**src/rtl/alu_cmd_queue.sv**
```systemverilog
// rtl/alu_cmd_queue.sv - command FIFO and result register in front of SimpleALU (optional ALU_CMD_STATS_EN)
module alu_cmd_queue #(
  parameter int W     = 4,
  parameter int OPW   = 2,
  parameter int DEPTH = 4
) (
  input  logic                       clock,
  input  logic                       reset,
  input  logic                       io_in_valid,
  output logic                       io_in_ready,
  input  logic [OPW-1:0]             io_in_opcode,
  input  logic [W-1:0]               io_in_a,
  input  logic [W-1:0]               io_in_b,
  output logic [OPW-1:0]             io_alu_opcode,
  output logic [W-1:0]               io_alu_a,
  output logic [W-1:0]               io_alu_b,
  input  logic [W-1:0]               io_alu_out,
  output logic                       io_out_valid,
  input  logic                       io_out_ready,
  output logic [W-1:0]               io_out_bits,
`ifdef ALU_CMD_STATS_EN
  output logic [15:0]                io_done_count,
`endif
  output logic [$clog2(DEPTH):0]     io_count
);

  localparam int AW = $clog2(DEPTH);
  localparam int CW = AW + 1;
  localparam int EW = OPW + 2 * W;
  localparam logic [CW-1:0] FULL_CNT = CW'(DEPTH);

  logic [EW-1:0]  mem [DEPTH];
  logic [AW-1:0]  wr_ptr;
  logic [AW-1:0]  rd_ptr;
  logic [CW-1:0]  count;
  logic           out_valid;
  logic [W-1:0]   out_bits;
  logic           not_empty;
  logic           fire_in;
  logic           issue;
  logic [EW-1:0]  head;

  assign not_empty = (count != '0);
  // Ready depends only on occupancy and the reset pin, never on in_valid/out_ready.
  assign io_in_ready = reset & (count != FULL_CNT);
  assign fire_in     = io_in_valid & io_in_ready;
  assign issue       = not_empty & (~out_valid | io_out_ready);
  assign head        = mem[rd_ptr];

  assign io_alu_opcode = not_empty ? head[EW-1 -: OPW] : '0;
  assign io_alu_a      = not_empty ? head[2*W-1 -: W]  : '0;
  assign io_alu_b      = not_empty ? head[W-1:0]       : '0;

  assign io_out_valid = out_valid;
  assign io_out_bits  = out_bits;
  assign io_count     = count;

  always_ff @(posedge clock) begin
    if (fire_in) begin
      mem[wr_ptr] <= {io_in_opcode, io_in_a, io_in_b};
    end
  end

  always_ff @(posedge clock or negedge reset) begin
    if (!reset) begin
      wr_ptr <= '0;
      rd_ptr <= '0;
      count  <= '0;
    end else begin
      if (fire_in) begin
        wr_ptr <= wr_ptr + 1'b1;
      end
      if (issue) begin
        rd_ptr <= rd_ptr + 1'b1;
      end
      case ({fire_in, issue})
        2'b10:   count <= count + 1'b1;
        2'b01:   count <= count - 1'b1;
        default: count <= count;
      endcase
    end
  end

  always_ff @(posedge clock or negedge reset) begin
    if (!reset) begin
      out_valid <= 1'b0;
      out_bits  <= '0;
    end else if (issue) begin
      out_valid <= 1'b1;
      out_bits  <= io_alu_out;
    end else if (io_out_ready) begin
      out_valid <= 1'b0;
    end
  end

`ifdef ALU_CMD_STATS_EN
  logic [15:0] done_count;

  always_ff @(posedge clock or negedge reset) begin
    if (!reset) begin
      done_count <= '0;
    end else if (out_valid & io_out_ready) begin
      done_count <= done_count + 16'd1;
    end
  end

  assign io_done_count = done_count;
`endif

endmodule

```
**config.mk**
```make
export PLATFORM = sky130hd
export DESIGN_NAME = alu_cmd_queue
export DESIGN_NICKNAME = d
export VERILOG_FILES = /design/src/rtl/alu_cmd_queue.sv
export SDC_FILE = /design/constraint.sdc
export NUM_CORES = 1
export LEC_CHECK = 0
export CORE_MARGIN = 2
export CORE_UTILIZATION = 47
export DETAILED_ROUTE_END_ITERATION = 12
export HOLD_SLACK_MARGIN = 0.08
export PLACE_DENSITY = 0.78
export SETUP_SLACK_MARGIN = 0.2
export SLEW_MARGIN = 20
export SYNTH_ARGS = -nofsm -noshare
export SYNTH_HDL_FRONTEND = slang
export SYNTH_SLANG_ARGS = --single-unit
```
**constraint.sdc**
```tcl
create_clock -name clock -period 1.9 [get_ports clock]
set_input_delay 0.38 -clock clock [delete_from_list [all_inputs] [get_ports clock]]
set_output_delay 0.38 -clock clock [all_outputs]
set_load 0.05 [all_outputs]
```
[Yosys cells after proc, flatten, opt, wreduce, memory -nomap -nowiden]
Memory sizes are Yosys's and may differ from the RTL's.
Cells that the tools add are included.
Storage, ports and cells
  register bits: 12
  logic and storage cells: 29
  memories kept: 1
  input bits: 18
  output and inout port bits: 19
  memory bits (writable): 40
Operators by class
  add/subtract/negate cells: 4
  eq/ne operators: 3
  reductions and logical operators: 3
  muxes and demuxes: 8
  bitwise operators: 5
Memory list
  mem: words 4, width 10, read ports 1, clocked after memory_dff 0, wr ports 1, RTL line 32  | logic [EW-1:0] mem [DEPTH];
Operators with widths (count)
  $mux W4: 2
  $pmux W3 S2: 1
  $add A2 B1 Y2 const B: 2
  $mux W1: 4
  $reduce_bool A2 Y1: 2
  $add A3 B1 Y3 const B: 1
  $and A1 B1 Y1: 3
  $ne A3 B3 Y1 const B: 1
  $reduce_bool A3 Y1: 1
  $sub A3 B1 Y3 const B: 1
  $eq A2 B1 Y1 const B: 1
  $eq A2 B2 Y1 const B: 1
  $mux W2: 1
  $not A1 Y1: 1
  $or A1 B1 Y1: 1

[Longest topological paths before layout]
Gate-level depths: netlist of run 1.
  word-level depth: 5
  mapped depth: 9
  gate-level depth less buffers: 9

[Least setup slack after synthesis of run 1]
Ideal clock, no wire load.
  kind: register -> output
  from: register count[0], in the netlist io_count[0]
  to: output port io_in_ready
  data required time: 1.520 ns
  cell stages (with the launch flop): 3
  arrival time: 1.997 ns
  path buffers: 0
  slack: -0.477 ns
  cells stage by stage: dfrtp_1 nor2_1 a21boi_0
Between the ends
  word-level cells in the longest chain between the ends: 2
Ends and longest elaborated chain
  start, declared: RTL line 35  | logic [CW-1:0] count;
  start signal, assigned: RTL line 77  | 2'b10: count <= count + 1'b1;
  start signal, assigned: RTL line 78  | 2'b01: count <= count - 1'b1;
  start signal, assigned: RTL line 79  | default: count <= count;
  $ne A3 B3 Y1: RTL line 45  | assign io_in_ready = reset & (count != FULL_CNT);
  $and A1 B1 Y1: RTL line 45
  end, declared: RTL line 10  | output logic io_in_ready,
Every way passes these cells.

[Final worst setup path of run 1]
  from: register rd_ptr[0]
  to: output port io_alu_b[2]
Between the ends
  word-level cells in the longest chain between the ends: 2
Ends and longest elaborated chain
  start, declared: RTL line 34  | logic [AW-1:0] rd_ptr;
  start signal, assigned: RTL line 74  | rd_ptr <= rd_ptr + 1'b1;
  $mem_v2 Z4 W10
  $mux W4: RTL line 52  | assign io_alu_b = not_empty ? head[W-1:0] : '0;
  end, declared: RTL line 16  | output logic [W-1:0] io_alu_b,
Every way passes these cells.

==> results of run 1 <==
==> placed cells by master, fill, tap and decap left out, types with 2 or more instances in the layout <==
| master | instances |
|---|---|
| buf_12 | 5 |
| buf_4 | 8 |
| clkdlybuf4s50_1 | 15 |
| inv_1 | 4 |
| nor2b_4 | 10 |
| clkbuf_8 | 6 |
| buf_6 | 14 |
| dlygate4sd2_1 | 6 |
| dfrtp_2 | 5 |
| mux2_4 | 4 |
| edfxtp_1 | 40 |
| dfrtp_1 | 7 |
| ha_1 | 4 |
| nand2_1 | 2 |
| and2_1 | 4 |
| inv_2 | 2 |
| xor2_1 | 4 |
| xnor2_1 | 2 |
| mux4_2 | 10 |
==> per-stage QoR <==
stage	worst slack (ns)	utilization, %	total power, mW
floorplan	0.0300	-	3.46
global placement	-0.214	63.1	4.11
detailed placement	-0.239	63.1	4.20
CTS	-0.166	66.9	5.03
global route	-0.225	67.3	5.27
finish	-0.147	67.3	5.01
==> flip-flops by register name (all words and copies together) (netlist names) <==
signal,flops
io_out_bits,4
rd_ptr,2
io_count,3
mem,40
io_out_valid,1
wr_ptr,2
==> worst paths after layout <==
kind,start,to,slack [ns],depth (start not counted)
max,rd_ptr[0],io_alu_b[2],-0.15,4
min reg2reg,io_out_bits[0],io_out_bits[0],0.52,1
min,reset,io_out_bits[1],0.15,3
max in group asynchronous,reset,io_count[2],1.58,3
min in group clock,io_out_bits[0],io_out_bits[0],0.52,1
max reg2reg,io_count[0],io_count[2],0.17,9
==> timing repair <==
item | 4_1_cts | 5_1_grt
hold endpoints to repair | 0 | 0
gates cloned | 0 | 0
gates resized for setup | 29 | 3
setup buffers | 1 | 1
endpoints found under the setup margin | 18 | 13
pin swaps | 1 | 1
==> layer usage <==
| layer | wire [µm] | share of wire, % |
|---|---|---|
| met4 | 57 | 1.4 |
| met3 | 156 | 3.9 |
| met2 | 2140 | 53 |
| met5 | 0 | 0 |
| met1 | 1660 | 41 |
==> where the power goes <==
group          internal (mW)  switching (mW)
Combinational           1.22            1.48
Clock                  0.296           0.345
Sequential              1.46           0.214
==> area by class of cell <==
cell class                      instances  area [µm²]  area share [%]
Tap cell                               52        65.1            2.20
Timing Repair Buffer                   50         548            18.6
Sequential cell                        52        1510            51.1
Multi-Input combinational cell         52         714            24.2
Clock inverter                          1        7.51           0.254
Inverter                                6        22.5           0.763
Clock buffer                            7        86.3            2.92
==> kinds of logic after synthesis <==
| group | Yosys count | share of synthesized area [%] |
|---|---|---|
| compound gates | 2 | 0.752 |
| xor+xnor | 6 | 2.43 |
| flops | 52 | 69.4 |
| fa+ha+maj | 6 | 3.82 |
| buf+inv | 10 | 2.54 |
| mux | 16 | 14.5 |
| simple gates | 22 | 6.54 |
==> critical path, delay by kind of cell (launching register included) <==
kind	cells	cell delay, ns
buffers and inverters	2	0.31
DFF	1	0.39
muxes	1	0.51
and+or+nand+nor	1	0.15
==> flow_summary.toml, run 1 <==
[status]
status = "finished with violations"
violations = "setup timing"

[synthesis]
syn_inst = 114
async_reset_ff_share_pct = 23.1
syn_avg_cell_area_um2 = 19.0
netlist.area_leader.share_pct = 55.5
synthTopCellsByCount = "40 x edfxtp_1, 12 x dfrtp_1, 10 x nor2b_1"
yosysSeqAreaShare_pct = 69.4
ys_warn_count = 0
synth_top_area_cell = "edfxtp_1"
synth.area.top_cells = "edfxtp_1 56%, dfrtp_1 14%, mux4_2 8.3%"
synth-edff-count = 40
yosysMostFrequentCell = "edfxtp_1"
synth_seq_cells = 52
synth_ff_type = "edfxtp_1"
syn-cell-area_mm2 = 0.00216
synth_nets = 138
synth_cell_type_count = 24

[layout]
layout.nets = 191
antennaDiodeCount = 0
final_cells = 220
final_area_mm2 = 0.00295
area_growth_syn_to_layout_pct = 36.4
drive_above_1_share_pct = 43.5
n_fill_cell = 287

[clock_tree]
htree_levels = 2
worstSkewPairLatency_ns = 0.30
numCtsBuffers = 5
root_buffer = "clkbuf_8"
clkTransAtPathRegs_ns = 0.09
cts_tree = "done"
cts.sinks = 52
hold_buffers = 0
cts_buffer_depth = 2

[setup_path]
worstPathCellList = "buf_6 > mux4_2 > nor2b_4 > buf_8"
critical_path_required_ns = 1.52
cpPeakStageDelay_ns = 0.51
cpMaxStageDelayCell = "mux4_2"
arrival_ns = 1.67
crit_fanout = 6
critPathKind = "flop to output port"
startpoint_type = "flop"
setup.worst_path.end_class = "output port"

[die]
core_mm2 = 0.00438
fp.dieW_um = 71.8
start_util_pct = 49.3
rows = 24
dieArea_mm2 = 0.00516
boundaryPins = 37
die_y_um = 71.8

[placed_design]
dp_hpwl_um = 2680
io_buffers = 36
gp_congestion = 0.670
dp_cells = 210
placed_area_mm2 = 0.00277

[detailed_routing]
avgRoutedWirePerCell_um = 18.2
drc = 0
vias_per_cell = 5.12
ant_nets = 0
vias = 1127
wl_um = 4010
first_pass_iters = 4
drtIter0Drc = 63

[power]
p_leak_nw = 1.15
max-vdd-ir-drop_v = 0.000654
power_per_cell_area_mw_per_mm2 = 1700

[global_routing]
grt_util_all_layers_pct = 17.5
met1_usage_pct = 21.9
grt_pass1_wl_um = 6600
grt.busiest_layer = "met2"
grt_use_met2_pct = 29.8
antenna_found_initial = 0
grt_max_degree = 16
grt.overflow.total = 0
grt_pass1_vias = 1270
globalRouteMet3Util_pct = 4.78

[timing]
finClkSkew_ns = 0.00479
fin_ws_ns = -0.147
slew_headroom_pct = 66.7
worst_pin_slew_ns = 0.502
fmax_mhz = 489
finalSetupTns_ns = -1.23
slew_violations = 0
setup_viol = 10
min_period_ns = 2.05
final.period_utilization_pct = 108
holdWs_ns = 0.149
finalHoldViolCount = 0
rsz0062_at_grt = "yes"

[job]
cap_violations = 0

[hold_path]
hold_path.class = "input port to async pin"
Note: power is estimated with default switching activity, not from simulation.
==> run 2, diff against run 1 <==
Settings changed: CORE_UTILIZATION 47 to 52, PLACE_DENSITY 0.78 to 0.82.
Clock period 1.9 ns to 2.05 ns, I/O delays scaled along.
==> flow_summary.toml, run 2 (synthesis results as in run 1) <==
[status]
status = "finished with violations"
violations = "setup timing"

[hold_path]
hold_path.class = "flop to flop"
min_to = "io_out_bits[3]"
min-delay-start = "io_out_bits[3]"
whs_path_depth = 1

[placed_design]
placed_area_mm2 = 0.00270
dp_cells = 210
dp_hpwl_um = 2840
gp_congestion = 0.729
io_buffers = 36

[setup_path]
setup.worst_path.end_class = "output port"
r2r-start = "io_count[1]"
startpoint_type = "flop"
critical_path_required_ns = 1.64
crit_fanout = 7
rr_worst_depth = 9
worst_r2r_endpoint = "io_count[2]"
arrival_ns = 1.68
critPathKind = "flop to output port"
reg2reg_slack_ns = 0.22

[global_routing]
antenna_found_initial = 0
grt_max_degree = 18
grt_pass1_wl_um = 6170
grt_util_all_layers_pct = 19.0
grt_pass1_vias = 1192
grt.overflow.total = 0

[die]
boundaryPins = 37
start_util_pct = 54.1
die_y_um = 68.5
rows = 23
core_mm2 = 0.00400
fp.dieW_um = 68.5
dieArea_mm2 = 0.00469

[layout]
antennaDiodeCount = 0
largest_reg_flops = 40
area_growth_syn_to_layout_pct = 36.6
final_cells = 220
layout_common_cells = "40 x edfxtp_1, 16 x clkdlybuf4s50_1, 13 x buf_6"
layout.nets = 193
layout_commonest_cell = "edfxtp_1"
final_area_mm2 = 0.00296
largest_register = "mem"
drive_above_1_share_pct = 42.9

[detailed_routing]
vias_per_cell = 5.14
wl_um = 3950
drc = 0
ant_nets = 0
first_pass_iters = 4
avgRoutedWirePerCell_um = 17.9
vias = 1131
drtIter0Drc = 46

[clock_tree]
hold_buffers = 0
cts_tree = "done"
cts_buffer_depth = 2
numCtsBuffers = 5
root_buffer = "clkbuf_8"
cts.sinks = 52
htree_levels = 2
worstSkewPairLatency_ns = 0.30
clkTransAtPathRegs_ns = 0.10

[timing]
fmax_mhz = 480
holdWs_ns = 0.513
slew_headroom_pct = 64.9
slew_violations = 0
min_period_ns = 2.09
finalHoldViolCount = 0
finalSetupTns_ns = -0.223
setup_viol = 10
finClkSkew_ns = 0.00805
fin_ws_ns = -0.0355
final.period_utilization_pct = 102
rsz0062_at_grt = "yes"
worst_pin_slew_ns = 0.529

[power]
pwr-share-comb_pct = 50.8
power_switching_mw = 1.89
p_leak_nw = 1.16
p_sw_share_pct = 39.3
power_per_cell_area_mw_per_mm2 = 1620
max-vdd-ir-drop_v = 0.000801
power.internal_mw = 2.91
pwr-share-clk_pct = 17.0
pwr-share-seq_pct = 32.2

[job]
cap_violations = 0
run 2: how the worst max path moves through the flow:
stage,start,endpoint,slack [ns],cells after the start
CTS,rd_ptr[0],io_alu_b[2],-0.06,4
global placement,io_out_ready,io_count[2],-0.11,9
global route,rd_ptr[0],io_alu_b[3],-0.10,4
finish,rd_ptr[0],io_alu_opcode[1],-0.04,4
detailed placement,io_out_ready,io_count[2],-0.16,9
floorplan,rd_ptr[0],io_alu_b[2],0.06,3
run 2: timing repair:
| action | 4_1_cts | 5_1_grt |
|---|---|---|
| pin swaps | 4 | 0 |
| resized for setup | 40 | 1 |
| endpoints found under the setup margin | 20 | 11 |
| setup buffers | 2 | 0 |
run 2: metrics by stage:
step / power (mW) / setup WS [ns] / utilization, %
global route: 5.03 / -0.104 / 73.9
global placement: 3.69 / -0.111 / 67.6
finish: 4.80 / -0.0355 / 73.9
floorplan: 3.09 / 0.0583 / -
CTS: 4.83 / -0.0552 / 73.8
detailed placement: 3.78 / -0.164 / 67.6
run 2: per-layer routing:
| layer | share of wire, % | vias up | global-route usage (%) |
|---|---|---|---|
| met5 | 0 | - | 0 |
| met4 | 1.1 | 0 | 6.00 |
| met3 | 3.5 | 4 | 4.38 |
| met2 | 54 | 22 | 31.7 |
| met1 | 41 | 579 | 24.9 |
| li1 | - | 526 | - |
run 2: area by class of cell:
cell class / instances / area, µm²
Clock buffer: 5 / 68.8
Sequential cell: 52 / 1510
Multi-Input combinational cell: 52 / 709
Inverter: 6 / 22.5
Timing Repair Buffer: 52 / 515
Fill cell: 245 / 1040
Clock inverter: 3 / 68.8
Tap cell: 50 / 62.6
run 2: power by group through the flow:
stage / registers [mW] / clock network (mW) / logic [mW]
after floorplan: 1.72 / 0 / 1.37
after global placement: 1.53 / 0 / 2.16
after detailed placement: 1.56 / 0 / 2.22
after CTS: 1.55 / 0.829 / 2.45
after global routing: 1.57 / 0.872 / 2.58
final: 1.55 / 0.817 / 2.44
run 2: worst max-delay path, cell delays in order, from the launching register on:
cell,delay [ns]
dfrtp_1,0.41
buf_6,0.17
mux4_2,0.50
nor2b_4,0.14
buf_6,0.15
==> run 3, diff against run 2 <==
Settings changed: CORE_UTILIZATION 52 to 54, CTS_BUF_LIST set to sky130_fd_sc_hd__clkbuf_2, PLACE_DENSITY 0.82 to 0.84, SETUP_SLACK_MARGIN 0.2 to 0.1.
==> flow_summary.toml, run 3 (synthesis results as in run 1) <==
[power]
pwr-share-clk_pct = 11.4
p_leak_nw = 1.14
power_per_cell_area_mw_per_mm2 = 1570
pwr-share-comb_pct = 55.2
power_switching_mw = 1.90
power.internal_mw = 2.69
p_sw_share_pct = 41.4
max-vdd-ir-drop_v = 0.000800
pwr-share-seq_pct = 33.4

[job]
cap_violations = 0

[die]
rows = 23
dieArea_mm2 = 0.00453
start_util_pct = 55.3
fp.dieW_um = 67.3
die_y_um = 67.3
boundaryPins = 37
core_mm2 = 0.00391

[setup_path]
critical_path_required_ns = 1.64
startpoint_type = "flop"
setup.worst_path.end_class = "output port"
arrival_ns = 1.88
crit_fanout = 6
critPathKind = "flop to output port"

[layout]
antennaDiodeCount = 0
area_growth_syn_to_layout_pct = 35.3
n_fill_cell = 251
layout.nets = 193
layout_commonest_cell = "edfxtp_1"
final_cells = 220
utilization_pct = 74.8
drive_above_1_share_pct = 42.9
largest_reg_flops = 40
largest_register = "mem"
layout_common_cells = "40 x edfxtp_1, 17 x clkdlybuf4s50_1, 15 x buf_6"
multi_input_area_um2 = 707
seq_area_mm2 = 0.00151

[clock_tree]
cts_buffer_depth = 2
cts.sinks = 52
worstSkewPairLatency_ns = 0.45
hold_buffers = 0
cts_tree = "done"
root_buffer = "clkbuf_2"
htree_levels = 2
numCtsBuffers = 5
clkTransAtPathRegs_ns = 0.26

[placed_design]
pre_cts_ws_ns = -0.276
gp_congestion = 0.709
dp_cells = 208
io_buffers = 36
dp_hpwl_um = 2800

[timing]
min_period_ns = 2.29
slew_headroom_pct = 65.0
rsz0062_at_grt = "yes"
setup_viol = 10
holdWs_ns = 0.260
finClkSkew_ns = 0.0310
finalHoldViolCount = 0
slew_violations = 0
finalSetupTns_ns = -2.20
final.period_utilization_pct = 112
fin_ws_ns = -0.238
worst_pin_slew_ns = 0.527
fmax_mhz = 437

[detailed_routing]
avgRoutedWirePerCell_um = 18.2
drtIter0Drc = 53
vias_per_cell = 5.22
ant_nets = 0
first_pass_iters = 4
dr_wl_met3_um = 130
wl_um = 4000
dr_wl_met2_um = 2230
drc = 0
routed.top_layer = "met4"
vias = 1149
met1_length_um = 1570

[global_routing]
grt_util_all_layers_pct = 20.2
grt_max_degree = 17
grt.overflow.total = 0
grt_pass1_wl_um = 6200
antenna_found_initial = 0
grt_pass1_vias = 1198

[hold_path]
hold_path.class = "input port to async pin"

[status]
violations = "setup timing"
status = "finished with violations"
## run 3: power groups by stage
stage | clock (mW) | sequential (mW) | combinational [mW]
CTS | 0.530 | 1.53 | 2.44
floorplan | 0 | 1.72 | 1.36
global route | 0.569 | 1.56 | 2.69
detailed placement | 0 | 1.55 | 2.23
finish | 0.523 | 1.53 | 2.54
global placement | 0 | 1.53 | 2.17
## run 3: layer usage
| layer | global-route usage (%) | up-vias |
|---|---|---|
| met3 | 5.33 | 5 |
| met2 | 34.9 | 20 |
| li1 | - | 528 |
| met4 | 8.42 | 0 |
| met5 | 0 | - |
| met1 | 24.0 | 596 |
## run 3: cell type report
cell class	instances	share of cell area, %
flip-flops and latches	52	51.5
repair buffers	52	19.1
multi-input cells	52	24.2
clock inverters	3	1.45
inverters	6	0.770
well taps	50	2.14
clock buffers	5	0.855
## run 3: through the flow
stage                     cell area, µm²  total power, mW
after floorplan                     2210             3.08
after CTS                           2870             4.51
after global routing                2930             4.81
after detailed placement            2720             3.78
after global placement              2720             3.70
final                               2930             4.59
## run 3: final timing paths
| kind | startpoint | endpoint | slack [ns] | depth (start not counted) |
|---|---|---|---|---|
| max reg2reg | io_count[0] | io_count[2] | 0.19 | 10 |
| min reg2reg | io_out_bits[0] | io_out_bits[0] | 0.57 | 1 |
| min | reset | rd_ptr[1] | 0.26 | 2 |
| max | rd_ptr[0] | io_alu_b[2] | -0.24 | 4 |
| max in group asynchronous | reset | wr_ptr[0] | 1.62 | 2 |
| min in group clock | io_alu_out[0] | io_out_bits[0] | 0.55 | 2 |
## run 3: timing repair
action                                  4_1_cts  5_1_grt
cloned                                        0        0
buffers inserted                              0        4
pin swaps                                     0        7
resized for setup                            35       11
endpoints found under the setup margin       19       14
## run 3: critical path: stages (launching register included)
cell and delay (ns):
dfrtp_1 0.45, buf_6 0.16, mux4_2 0.51, nor2b_4 0.14, buf_6 0.16
